## src/rtl/csr_pkg.sv

```systemverilog
// csr_pkg: shared state encoding and default geometry for carry_save_resolver
package csr_pkg;
  typedef enum logic [1:0] {IDLE, RESOLVE, DONE} state_e;
  localparam int DEF_WIDTH = 16;
  localparam int DEF_SLICE = 4;
endpackage

```

## src/rtl/csr_slice.sv

```systemverilog
// csr_slice: combinational W-bit ripple adder built from full_adder cells
// ports: a, b operands; cin carry in; sum W-bit result; cout carry out
module csr_slice #(
  parameter int W = 4
) (
  input  logic [W-1:0] a,
  input  logic [W-1:0] b,
  input  logic         cin,
  output logic [W-1:0] sum,
  output logic         cout
);
  logic [W:0] c;
  assign c[0] = cin;
  for (genvar i = 0; i < W; i++) begin : g_fa
    full_adder u_fa (.a(a[i]), .b(b[i]), .ci(c[i]), .s(sum[i]), .co(c[i+1]));
  end
  assign cout = c[W];
endmodule

```

## src/rtl/full_adder.sv

```systemverilog
// full_adder: one-bit full adder
// ports: a, b, ci in; s sum out; co carry out
module full_adder (
  input  logic a,
  input  logic b,
  input  logic ci,
  output logic s,
  output logic co
);
  assign s  = a ^ b ^ ci;
  assign co = (a & b) | (ci & (a ^ b));
endmodule

```

## src/rtl/carry_save_resolver.sv

```systemverilog
// carry_save_resolver: resolves a carry-save pair into binary, SLICE bits per clock
// ports: clk, rst_n (async active-low); in_valid/in_ready/in_sum/in_carry input handshake;
//        out_valid/out_ready/out_result output handshake; busy high while resolving;
//        out_ovf signed overflow flag, present only when CSR_SIGNED_OVF_EN is defined
module carry_save_resolver
  import csr_pkg::*;
#(
  parameter int WIDTH = DEF_WIDTH,
  parameter int SLICE = DEF_SLICE
) (
  input  logic             clk,
  input  logic             rst_n,
  input  logic             in_valid,
  output logic             in_ready,
  input  logic [WIDTH-1:0] in_sum,
  input  logic [WIDTH-1:0] in_carry,
  output logic             out_valid,
  input  logic             out_ready,
  output logic [WIDTH:0]   out_result,
`ifdef CSR_SIGNED_OVF_EN
  output logic             out_ovf,
`endif
  output logic             busy
);
  localparam int N  = WIDTH / SLICE;
  localparam int CW = $clog2(N + 1);
  localparam logic [WIDTH:0] SMASK = {{(WIDTH + 1 - SLICE){1'b0}}, {SLICE{1'b1}}};
  if (WIDTH % SLICE != 0) begin : g_bad_geometry
    $error("carry_save_resolver: WIDTH must be a multiple of SLICE");
  end
  state_e           state_q, state_d;
  logic [WIDTH-1:0] a_q, a_d, b_q, b_d;
  logic [WIDTH:0]   res_q, res_d;
  logic [CW-1:0]    cnt_q, cnt_d;
  logic             c_q, c_d, vld_q, vld_d;
  logic [SLICE-1:0] sl_a, sl_b, sl_s;
  logic             sl_co, accept, last;
  int               sh;
  assign in_ready   = state_q == IDLE ? 1'b1 : state_q == DONE ? out_ready : 1'b0;
  assign accept     = in_valid && in_ready;
  assign last       = cnt_q == CW'(N);
  assign busy       = state_q == RESOLVE;
  assign out_valid  = vld_q;
  assign out_result = res_q;
  assign sh         = SLICE * int'(cnt_q);
  assign sl_a       = SLICE'(a_q >> sh);
  assign sl_b       = SLICE'(b_q >> sh);
  csr_slice #(.W(SLICE)) u_slice (.a(sl_a), .b(sl_b), .cin(c_q), .sum(sl_s), .cout(sl_co));
  // RESOLVE spends one extra cycle after the last slice to fold the final
  // carry into the MSB, which places out_valid WIDTH/SLICE+1 cycles after accept.
  always_comb begin
    state_d = state_q;
    a_d     = a_q;
    b_d     = b_q;
    c_d     = c_q;
    cnt_d   = cnt_q;
    res_d   = res_q;
    vld_d   = vld_q;
    if (accept) begin
      a_d     = in_sum;
      b_d     = in_carry;
      c_d     = 1'b0;
      cnt_d   = '0;
      vld_d   = 1'b0;
      state_d = RESOLVE;
    end else if (state_q == RESOLVE && last) begin
      res_d[WIDTH] = c_q;
      cnt_d        = '0;
      vld_d        = 1'b1;
      state_d      = DONE;
    end else if (state_q == RESOLVE) begin
      res_d = (res_q & ~(SMASK << sh)) | ((WIDTH + 1)'(sl_s) << sh);
      c_d   = sl_co;
      cnt_d = cnt_q + CW'(1);
    end else if (state_q == DONE && out_ready) begin
      vld_d   = 1'b0;
      state_d = IDLE;
    end
  end
  always_ff @(posedge clk or negedge rst_n) begin
    if (!rst_n) begin
      state_q <= IDLE;
      a_q     <= '0;
      b_q     <= '0;
      c_q     <= 1'b0;
      cnt_q   <= '0;
      res_q   <= '0;
      vld_q   <= 1'b0;
    end else begin
      state_q <= state_d;
      a_q     <= a_d;
      b_q     <= b_d;
      c_q     <= c_d;
      cnt_q   <= cnt_d;
      res_q   <= res_d;
      vld_q   <= vld_d;
    end
  end
`ifdef CSR_SIGNED_OVF_EN
  logic ovf_q, ovf_d;
  // res_q[WIDTH-1] is already final on the carry-fold cycle
  always_comb ovf_d = (state_q == RESOLVE && last) ?
                      ((a_q[WIDTH-1] == b_q[WIDTH-1]) && (res_q[WIDTH-1] != a_q[WIDTH-1])) : ovf_q;
  always_ff @(posedge clk or negedge rst_n) begin
    if (!rst_n) ovf_q <= 1'b0;
    else        ovf_q <= ovf_d;
  end
  assign out_ovf = ovf_q;
`endif
endmodule

```

## config.mk

```make
export PLATFORM = sky130hd
export DESIGN_NAME = carry_save_resolver
export DESIGN_NICKNAME = d
export VERILOG_FILES = /design/src/rtl/csr_pkg.sv /design/src/rtl/csr_slice.sv /design/src/rtl/full_adder.sv /design/src/rtl/carry_save_resolver.sv
export SDC_FILE = /design/constraint.sdc
export NUM_CORES = 1
export LEC_CHECK = 0
export BUFFER_PORTS_ARGS = -buffer_cell sky130_fd_sc_hd__buf_2
export CORE_MARGIN = 2
export CORE_UTILIZATION = 40
export DETAILED_ROUTE_END_ITERATION = 10
export HOLD_SLACK_MARGIN = 0.15
export PLACE_DENSITY = 0.74
export SYNTH_ARGS = -nofsm -noshare
export SYNTH_HDL_FRONTEND = slang
export SYNTH_SLANG_ARGS = --single-unit
```

## constraint.sdc

```tcl
create_clock -name clk -period 3.6 [get_ports clk]
set_input_delay 0.54 -clock clk [delete_from_list [all_inputs] [get_ports clk]]
set_output_delay 0.54 -clock clk [all_outputs]
set_load 0.02 [all_outputs]
```

Yosys cells after proc, flatten, opt, wreduce, memory -nomap -nowiden
Index checks and enable logic that the tools add are counted.
{"block": "op_classes", "n_reduce_logical": 12, "n_bitwise": 25, "shifts": 4, "n_eq_ne": 5, "add_sub_neg": 1, "muxes": 18}
{"op": "$shr A16 B5 Y4", "n": 2}
{"op": "$and A17 B17 Y17", "n": 1}
{"op": "$mux W17", "n": 1}
{"op": "$not A17 Y17", "n": 1}
{"op": "$or A17 B17 Y17", "n": 1}
{"op": "$shl A4 B5 Y17", "n": 1}
{"op": "$shl A4 B5 Y17 const A", "n": 1}
{"op": "$mux W1", "n": 10}
{"op": "$mux W3", "n": 3}
{"op": "$and A1 B1 Y1", "n": 8}
{"op": "$mux W2", "n": 4}
{"op": "$xor A1 B1 Y1", "n": 8}
{"op": "$reduce_and A2 Y1", "n": 3}
{"op": "$reduce_bool A3 Y1", "n": 2}
{"op": "$or A1 B1 Y1", "n": 4}
{"op": "$reduce_bool A2 Y1", "n": 2}
{"op": "$add A3 B1 Y3 const B", "n": 1}
{"op": "$eq A3 B3 Y1 const B", "n": 1}
{"op": "$logic_and A1 B1 Y1", "n": 3}
{"op": "$ne A3 B1 Y1 const B", "n": 1}
{"op": "$reduce_and A3 Y1", "n": 1}
{"op": "$eq A2 B1 Y1 const B", "n": 1}
{"op": "$eq A2 B2 Y1 const B", "n": 1}
{"op": "$logic_not A2 Y1", "n": 1}
{"op": "2 further kinds", "n": 3}
{"block": "word_totals", "regBits": 56, "out_inout_bits": 20}

Logic depth before layout (Yosys ltp)
Gate-level depths: netlist of run 1.
{"block": "depth", "word_depth": 13, "depth_mapped": 11, "depth_no_buf": 10}

Hierarchy
A second synthesis of run 1 with hierarchy kept.
{"block": "unflattened", "cells_unflattened": 177, "hier_area_um2": 2539.9}
{"mod": "carry_save_resolver", "area_each_um2": 2459.9, "instances": 1, "cells_each": 173}
{"mod": "full_adder", "area_each_um2": 20.0, "instances": 4, "cells_each": 1}

Least setup slack after synthesis of run 1
Ideal clock, no wire load.
{"block": "synth_timing", "kind": "register to register", "from": "reg cnt_q[0]", "to": "reg res_q[11], in the netlist out_result[11]", "stages_incl_launch_ff": 11, "t_required_ps": 3478, "synth_period_minus_slack_ps": 3066, "path_buffers": 1, "setup_slack_ps": 534, "t_arrival_ps": 2944, "cell_sequence": "dfrtp_1 > buf_2 > mux4_2 > and2_1 > fa_1 > fa_1 > inv_1 > fa_1 > inv_1 > fa_1 > a32o_1"}
{"block": "synth_between", "elab_chain_cells": 11}
{"element": "from (decl)", "line": "carry_save_resolver.sv:34", "source": "logic [CW-1:0] cnt_q, cnt_d;"}
{"element": "from (signal assigned)", "line": "carry_save_resolver.sv:94", "source": "cnt_q <= cnt_d;"}
{"element": "$shr A16 B5 Y4, on equally long branches", "line": "carry_save_resolver.sv:46, carry_save_resolver.sv:47"}
{"element": "$xor A1 B1 Y1", "line": "full_adder.sv:11", "source": "assign co = (a & b) | (ci & (a ^ b));"}
{"element": "$and A1 B1 Y1", "line": "full_adder.sv:11"}
{"element": "$or A1 B1 Y1", "line": "full_adder.sv:11"}
{"element": "$and A1 B1 Y1", "line": "full_adder.sv:11"}
{"element": "$or A1 B1 Y1", "line": "full_adder.sv:11"}
{"element": "$and A1 B1 Y1", "line": "full_adder.sv:11"}
{"element": "$or A1 B1 Y1", "line": "full_adder.sv:11"}
{"element": "$xor A1 B1 Y1", "line": "full_adder.sv:10", "source": "assign s = a ^ b ^ ci;"}
{"element": "$shl A4 B5 Y17", "line": "carry_save_resolver.sv:72", "source": "res_d = (res_q & ~(SMASK << sh)) | ((WIDTH + 1)'(sl_s) << sh);"}
{"element": "$or A17 B17 Y17", "line": "carry_save_resolver.sv:72"}
{"element": "to (signal assigned)", "line": "carry_save_resolver.sv:95", "source": "res_q <= res_d;"}
{"element": "to (decl)", "line": "carry_save_resolver.sv:33", "source": "logic [WIDTH:0] res_q, res_d;"}
Several ways; a longest one is shown, not always the timed one.
A chain may end at the register's enable or synchronous reset.

Final worst setup path of run 1
{"block": "layout_timing", "from": "reg cnt_q[0]", "to": "reg res_q[14], in the netlist out_result[14]"}
{"block": "layout_between", "elab_chain_cells": 9}
{"element": "$shr A16 B5 Y4, on equally long branches", "line": "carry_save_resolver.sv:46, carry_save_resolver.sv:47"}
{"element": "$xor A1 B1 Y1", "line": "full_adder.sv:11"}
{"element": "$and A1 B1 Y1", "line": "full_adder.sv:11"}
{"element": "$or A1 B1 Y1", "line": "full_adder.sv:11"}
{"element": "$and A1 B1 Y1", "line": "full_adder.sv:11"}
{"element": "$or A1 B1 Y1", "line": "full_adder.sv:11"}
{"element": "$xor A1 B1 Y1", "line": "full_adder.sv:10"}
{"element": "$shl A4 B5 Y17", "line": "carry_save_resolver.sv:72"}
{"element": "$or A17 B17 Y17", "line": "carry_save_resolver.sv:72"}
Several ways; a longest one is shown, not always the timed one.

==> impl_metrics.env, run 1 <==
export IMPL_setup_viol=0
export IMPL_cts_hold_buffers=0
export IMPL_path_depth=8
export IMPL_final_cell_mix="dfrtp_1 (55), buf_2 (55), mux2_1 (25)"
export IMPL_start_util_pct=40.68
export IMPL_dpl_hpwl_mm=3.597
export IMPL_yosysUniqueCellTypes=29
export IMPL_syn_num_nets=225
export IMPL_core_region_area_sq_um=6277
export IMPL_fin_ws_ns=0.4610
export IMPL_wire_per_inst_microns=15.23
export IMPL_synth_edf_count=0
export IMPL_timing_fmax_ghz=0.3186
export IMPL_ys_flop_type="dfrtp_1"
export IMPL_place_congestion=0.8033
export IMPL_grt_usage_pct=14.88
export IMPL_syn_inst=180
export IMPL_p_int_w=0.001801
export IMPL_viasPerCell=5.252
export IMPL_slew_headroom_pct=42.82
export IMPL_clock_sinks=55
export IMPL_final_cells=314
export IMPL_critPathCapture="out_result[14]$_DFFE_PN0P_"
export IMPL_reg2regPathDepth=8
export IMPL_synthTopCellsByArea="dfrtp_1 (54%), mux2_1 (11%), mux4_2 (7.1%)"
export IMPL_drt_first_pass_iters=4
export IMPL_hp_class="in -> async"
export IMPL_final_area_sq_um=2969
export IMPL_p_leak_nw=1.368
export IMPL_root_buffer="clkbuf_8"
export IMPL_cts_repair_resized=0
export IMPL_max_slew_worst_pin_slew_ns=0.8540
export IMPL_port_buffers=55
export IMPL_slowest_delay_ns=0.53
export IMPL_path_class="reg -> reg"
export IMPL_max_cap_viol_count=0
export IMPL_clk_pin_slew_ns=0.09
export IMPL_crit_chain="mux4_2 > and2_1 > fa_1 > fa_1 > inv_1 > fa_1 > nor3_1 > a32o_1"
export IMPL_die_w_microns=83.90
export IMPL_period_share_pct=87.19
export IMPL_p_sw_w=0.001223
export IMPL_htree_levels=2
export IMPL_grt_max_degree=38
export IMPL_drive_above_1_share_pct=35.44
export IMPL_cp_top_family="adder cells"
export IMPL_yosys_area_top_type_share_pct=53.90
export IMPL_crit_required_ns=3.85
export IMPL_diodes=0
export IMPL_reg2reg_to="out_result[14]$_DFFE_PN0P_"
export IMPL_ir_drop_mv=0.4984
export IMPL_grt_pass1_wl_mm=8.224
export IMPL_fin_crit_ns=3.139
export IMPL_synth_warnings=0
export IMPL_cts_tree="yes"
export IMPL_crit_path_start_kind="flop"
export IMPL_wl_mm=4.781
export IMPL_synth_seq_area_share_pct=53.90
export IMPL_postCtsSetupBuffers=0
export IMPL_first_iter_violations=112
export IMPL_p_comb_share_pct=52.6
export IMPL_fin_skew_ns=0.009205
export IMPL_rsz0062_at_grt="no"
export IMPL_total_power_w=0.003024
export IMPL_swShare_pct=40.45
export IMPL_cp_max_fo=5
export IMPL_cts_buffer_depth=2
export IMPL_arrival_ns=3.39
export IMPL_numCtsBuffers=5
export IMPL_dieArea_sq_um=7039
export IMPL_status="finished clean"
export IMPL_die_y_microns=83.90
export IMPL_p_per_area_nw_per_um2=1019
export IMPL_hold_viol_final=0
export IMPL_drv_slew=0
export IMPL_async_reset_ff_share_pct=100.0
export IMPL_r2r_start="cnt_q[0]$_DFFE_PN0P_"
export IMPL_fin_nets=283
export IMPL_grt_overflow=0
export IMPL_p_clk_share_pct=10.4
export IMPL_ys_seq_elements=55
export IMPL_dpl_cell_area_sq_um=2893
export IMPL_synth_area_sq_um=2554
export IMPL_worst_r2r_setup_slack_ns=0.46
export IMPL_avgSynthCellArea_sq_um=14.19
export IMPL_grt_pass1_vias=1683
export IMPL_critPathBufInv=1
export IMPL_dp_slack_ns=0.4392
export IMPL_antenna_found_initial=0
export IMPL_end_kind="flop"
export IMPL_synthToLayoutAreaGrowth_pct=16.27
export IMPL_clk_latency_ns=0.30
export IMPL_drcViolationCount=0
export IMPL_synth_top_cell_by_area="dfrtp_1"
export IMPL_placed_cells=308
export IMPL_drtAntennaViolNets=0
export IMPL_row_count=29
export IMPL_setup_worst_path_start="cnt_q[0]$_DFFE_PN0P_"
export IMPL_num_vias=1649
export IMPL_crit_top_cell="fa_1"
export IMPL_ios=56
export IMPL_finalSetupTns_ns=0
export IMPL_crit_slowest_cell="mux4_2"
export IMPL_p_seq_share_pct=37.0
## synthesized netlist by cell type, types with 2 or more instances
library cell and number:
a21oi_1 2, a22o_1 3, a32o_1 10, and2_1 6
buf_2 4, buf_6 5, dfrtp_1 55, fa_1 4
ha_1 5, inv_1 5, mux2_1 25, mux2_2 7
mux4_2 8, nand2_1 12, nand2b_1 2, nand3_1 3
nor2_1 6, nor3_1 3, nor3b_2 2, o2bb2ai_1 3
o31ai_1 2
## flip-flops by register name, indices dropped and copies added (netlist names)
register and count:
out_result 17, c_q 1, state_q 2, b_q 16, a_q 16, cnt_q 3
## metrics by stage
stage | hold WS (ns) | utilization, %
after floorplan | 0.2444 | -
after global placement | 0.4658 | 46.08
after detailed placement | 0.4743 | 46.08
after CTS | 0.2554 | 47.30
after global routing | 0.2602 | 47.30
final | 0.2378 | 47.30
## power by group through the flow
stage	combinational, W	sequential, W	clock, W
final	0.00159	0.00112	0.000315
after global routing	0.00177	0.00116	0.000357
after CTS	0.00162	0.00113	0.000327
after detailed placement	0.00161	0.00114	0
after global placement	0.00158	0.00113	0
after floorplan	0.00112	0.00118	0
## how the worst min path moves through the flow
stage / from / to / slack, ns
after floorplan: rst_n / a_q[0]$_DFFE_PN0P_ / 0.24
after global placement: b_q[6]$_DFFE_PN0P_ / b_q[6]$_DFFE_PN0P_ / 0.47
after detailed placement: a_q[12]$_DFFE_PN0P_ / a_q[12]$_DFFE_PN0P_ / 0.47
after CTS: rst_n / out_result[16]$_DFFE_PN0P_ / 0.26
after global routing: rst_n / out_result[16]$_DFFE_PN0P_ / 0.26
final: rst_n / out_result[16]$_DFFE_PN0P_ / 0.24
## kinds of logic (layout without fill, tap and decap cells)
kind of cell    count (synthesis)  in the layout  share of synthesized area [%]
compound gates                 25             25                          8.281
fa+ha+maj                       9              9                          5.586
buf+inv                        16             73                          4.017
flops                          55             55                          53.90
mux                            40             40                          21.17
simple gates                   35             35                          7.055
## layout make-up
class	instances	area [sq um]
clock buffer	5	68.82
fill	593	3308
timing repair buffer	60	312.8
clock inverter	1	7.507
multi-input combinational	109	1081
inverter	7	26.28
tap	77	96.34
sequential	55	1376
## layer usage
metal / part of all wire [%] / vias to the layer above / wire [microns] / GRT usage, %
li1: - / 776 / - / -
met1: 48 / 830 / 2282 / 21.75
met2: 46 / 39 / 2220 / 21.24
met3: 4.5 / 4 / 213 / 4.550
met4: 1.3 / 0 / 64 / 4.839
met5: 0 / - / 0 / 0
## worst reg2reg max path, stage by stage (launching register included)
cell and delay [ns]:
dfrtp_1 0.47, mux4_2 0.53, and2_1 0.19, fa_1 0.40
fa_1 0.38, inv_1 0.08, fa_1 0.40, nor3_1 0.42
a32o_1 0.23
Note: power is estimated with default switching activity, not from simulation.
==> inputs of run 2 (changes only) <==
==> constraint.sdc (replaced) <==
create_clock -name clk -period 3.5 [get_ports clk]
set_input_delay 0.525 -clock clk [delete_from_list [all_inputs] [get_ports clk]]
set_output_delay 0.525 -clock clk [all_outputs]
set_load 0.02 [all_outputs]
==> impl_metrics.env, run 2 (synthesis gave the netlist of run 1 again) <==
export IMPL_cts_tree="yes"
export IMPL_fin_skew_ns=0.007072
export IMPL_drt_first_pass_iters=4
export IMPL_p_sw_w=0.001283
export IMPL_cts_buffer_depth=2
export IMPL_route_met3_wl_microns=222
export IMPL_setup_viol=0
export IMPL_die_y_microns=83.90
export IMPL_grt_pass1_vias=1694
export IMPL_p_per_area_nw_per_um2=1074
export IMPL_placed_cells=308
export IMPL_timing_fmax_ghz=0.3214
export IMPL_p_leak_nw=1.393
export IMPL_cp_max_fo=4
export IMPL_swShare_pct=39.68
export IMPL_drcViolationCount=0
export IMPL_diodes=0
export IMPL_path_class="reg -> reg"
export IMPL_hold_viol_final=0
export IMPL_arrival_ns=3.36
export IMPL_num_vias=1675
export IMPL_p_int_w=0.001950
export IMPL_clk_pin_slew_ns=0.10
export IMPL_cts_repair_resized=0
export IMPL_ios=56
export IMPL_htree_levels=2
export IMPL_max_slew_worst_pin_slew_ns=0.9676
export IMPL_final_cells=316
export IMPL_viasPerCell=5.301
export IMPL_status="finished clean"
export IMPL_met1_length_mm=2.303
export IMPL_wl_met2_mm=2.344
export IMPL_grt_usage_pct=15.03
export IMPL_numCtsBuffers=5
export IMPL_p_clk_share_pct=13.4
export IMPL_clk_latency_ns=0.31
export IMPL_antenna_found_initial=0
export IMPL_top_layer_used="met4"
export IMPL_port_buffers=55
export IMPL_largest_reg_flops=17
export IMPL_fin_ws_ns=0.3884
export IMPL_grt_max_degree=46
export IMPL_fin_crit_ns=3.112
export IMPL_dieArea_sq_um=7039
export IMPL_drv_slew=0
export IMPL_start_util_pct=40.68
export IMPL_synthToLayoutAreaGrowth_pct=17.88
export IMPL_p_comb_share_pct=51.1
export IMPL_first_iter_violations=89
export IMPL_row_count=29
export IMPL_cts_hold_buffers=0
export IMPL_fin_nets=283
export IMPL_hp_class="in -> async"
export IMPL_die_w_microns=83.90
export IMPL_ir_drop_mv=0.5617
export IMPL_max_cap_viol_count=0
export IMPL_root_buffer="clkbuf_8"
export IMPL_end_kind="flop"
export IMPL_drtAntennaViolNets=0
export IMPL_postCtsSetupBuffers=0
export IMPL_finalSetupTns_ns=0
export IMPL_crit_path_start_kind="flop"
export IMPL_clock_sinks=55
export IMPL_rsz0062_at_grt="no"
export IMPL_place_congestion=0.7813
export IMPL_period_share_pct=88.90
export IMPL_grt_overflow=0
export IMPL_dpl_hpwl_mm=3.547
export IMPL_p_seq_share_pct=35.5
export IMPL_drive_above_1_share_pct=35.98
export IMPL_wl_mm=4.908
export IMPL_slew_headroom_pct=35.49
export IMPL_final_cell_mix="dfrtp_1 (55), buf_2 (55), mux2_1 (25)"
export IMPL_wire_per_inst_microns=15.53
export IMPL_dp_slack_ns=0.3972
export IMPL_crit_required_ns=3.75
export IMPL_grt_pass1_wl_mm=8.383
export IMPL_core_region_area_sq_um=6277
[run 2: cell types whose count changed in the layout (fill, tap and decap cells not counted)]
cell and change:
clkinvlp_4 -1, clkbuf_8 +1, clkinv_2 +1, bufinv_16 +1
[run 2: routing by layer]
| metal | global-route usage, % | vias to the layer above |
|---|---|---|
| met1 | 21.22 | 862 |
| li1 | - | 767 |
| met2 | 23.42 | 42 |
| met3 | 3.363 | 4 |
| met5 | 0 | - |
| met4 | 4.399 | 0 |
[run 2: power by group through the flow]
stage	registers (W)	clock network [W]	logic, W
2_1_floorplan	0.00122	0	0.00115
3_3_place_gp	0.00115	0	0.00163
3_5_place_dp	0.00116	0	0.00167
4_1_cts	0.00115	0.000449	0.00167
5_1_grt	0.00119	0.000474	0.00184
6_report	0.00115	0.000435	0.00165
[run 2: final cells by class]
class | count | area, sq um
inverter | 7 | 26.28
clock buffer | 6 | 82.58
multi-input combinational | 109 | 1081
sequential | 55 | 1376
clock inverter | 2 | 35.03
tap | 77 | 96.34
timing repair buffer | 60 | 312.8
fill | 592 | 3267
[run 2: stage by stage]
step                      area, sq um  total power (W)  hold WS, ns  utilization [%]
after detailed placement         2893         0.002834       0.4692            46.08
after CTS                        3010         0.003271       0.4014            47.96
after global placement           2893         0.002778       0.4633            46.08
final                            3010         0.003233       0.3707            47.96
after global routing             3010         0.003502       0.4200            47.96
after floorplan                  2554         0.002367       0.2294                -
[run 2: critical path, cell delays in order, from the launching register on]
cell and delay (ns):
dfrtp_1 0.45, mux4_2 0.51, and2_1 0.18, fa_1 0.40, fa_1 0.37, inv_1 0.08
fa_1 0.40, nor3_1 0.44, a32o_1 0.23
[run 2: worst paths after layout]
kind	slack (ns)	endpoint	start	cells past startpoint
setup reg to reg	0.39	out_result[14]$_DFFE_PN0P_	cnt_q[0]$_DFFE_PN0P_	8
max in group asynchronous	2.40	out_result[12]$_DFFE_PN0P_	rst_n	2
min in group clk	0.43	a_q[6]$_DFFE_PN0P_	in_sum[6]	2
setup / recovery	0.39	out_result[14]$_DFFE_PN0P_	cnt_q[0]$_DFFE_PN0P_	8
hold reg to reg	0.49	a_q[8]$_DFFE_PN0P_	a_q[8]$_DFFE_PN0P_	1
hold / removal	0.37	out_result[0]$_DFFE_PN0P_	rst_n	1
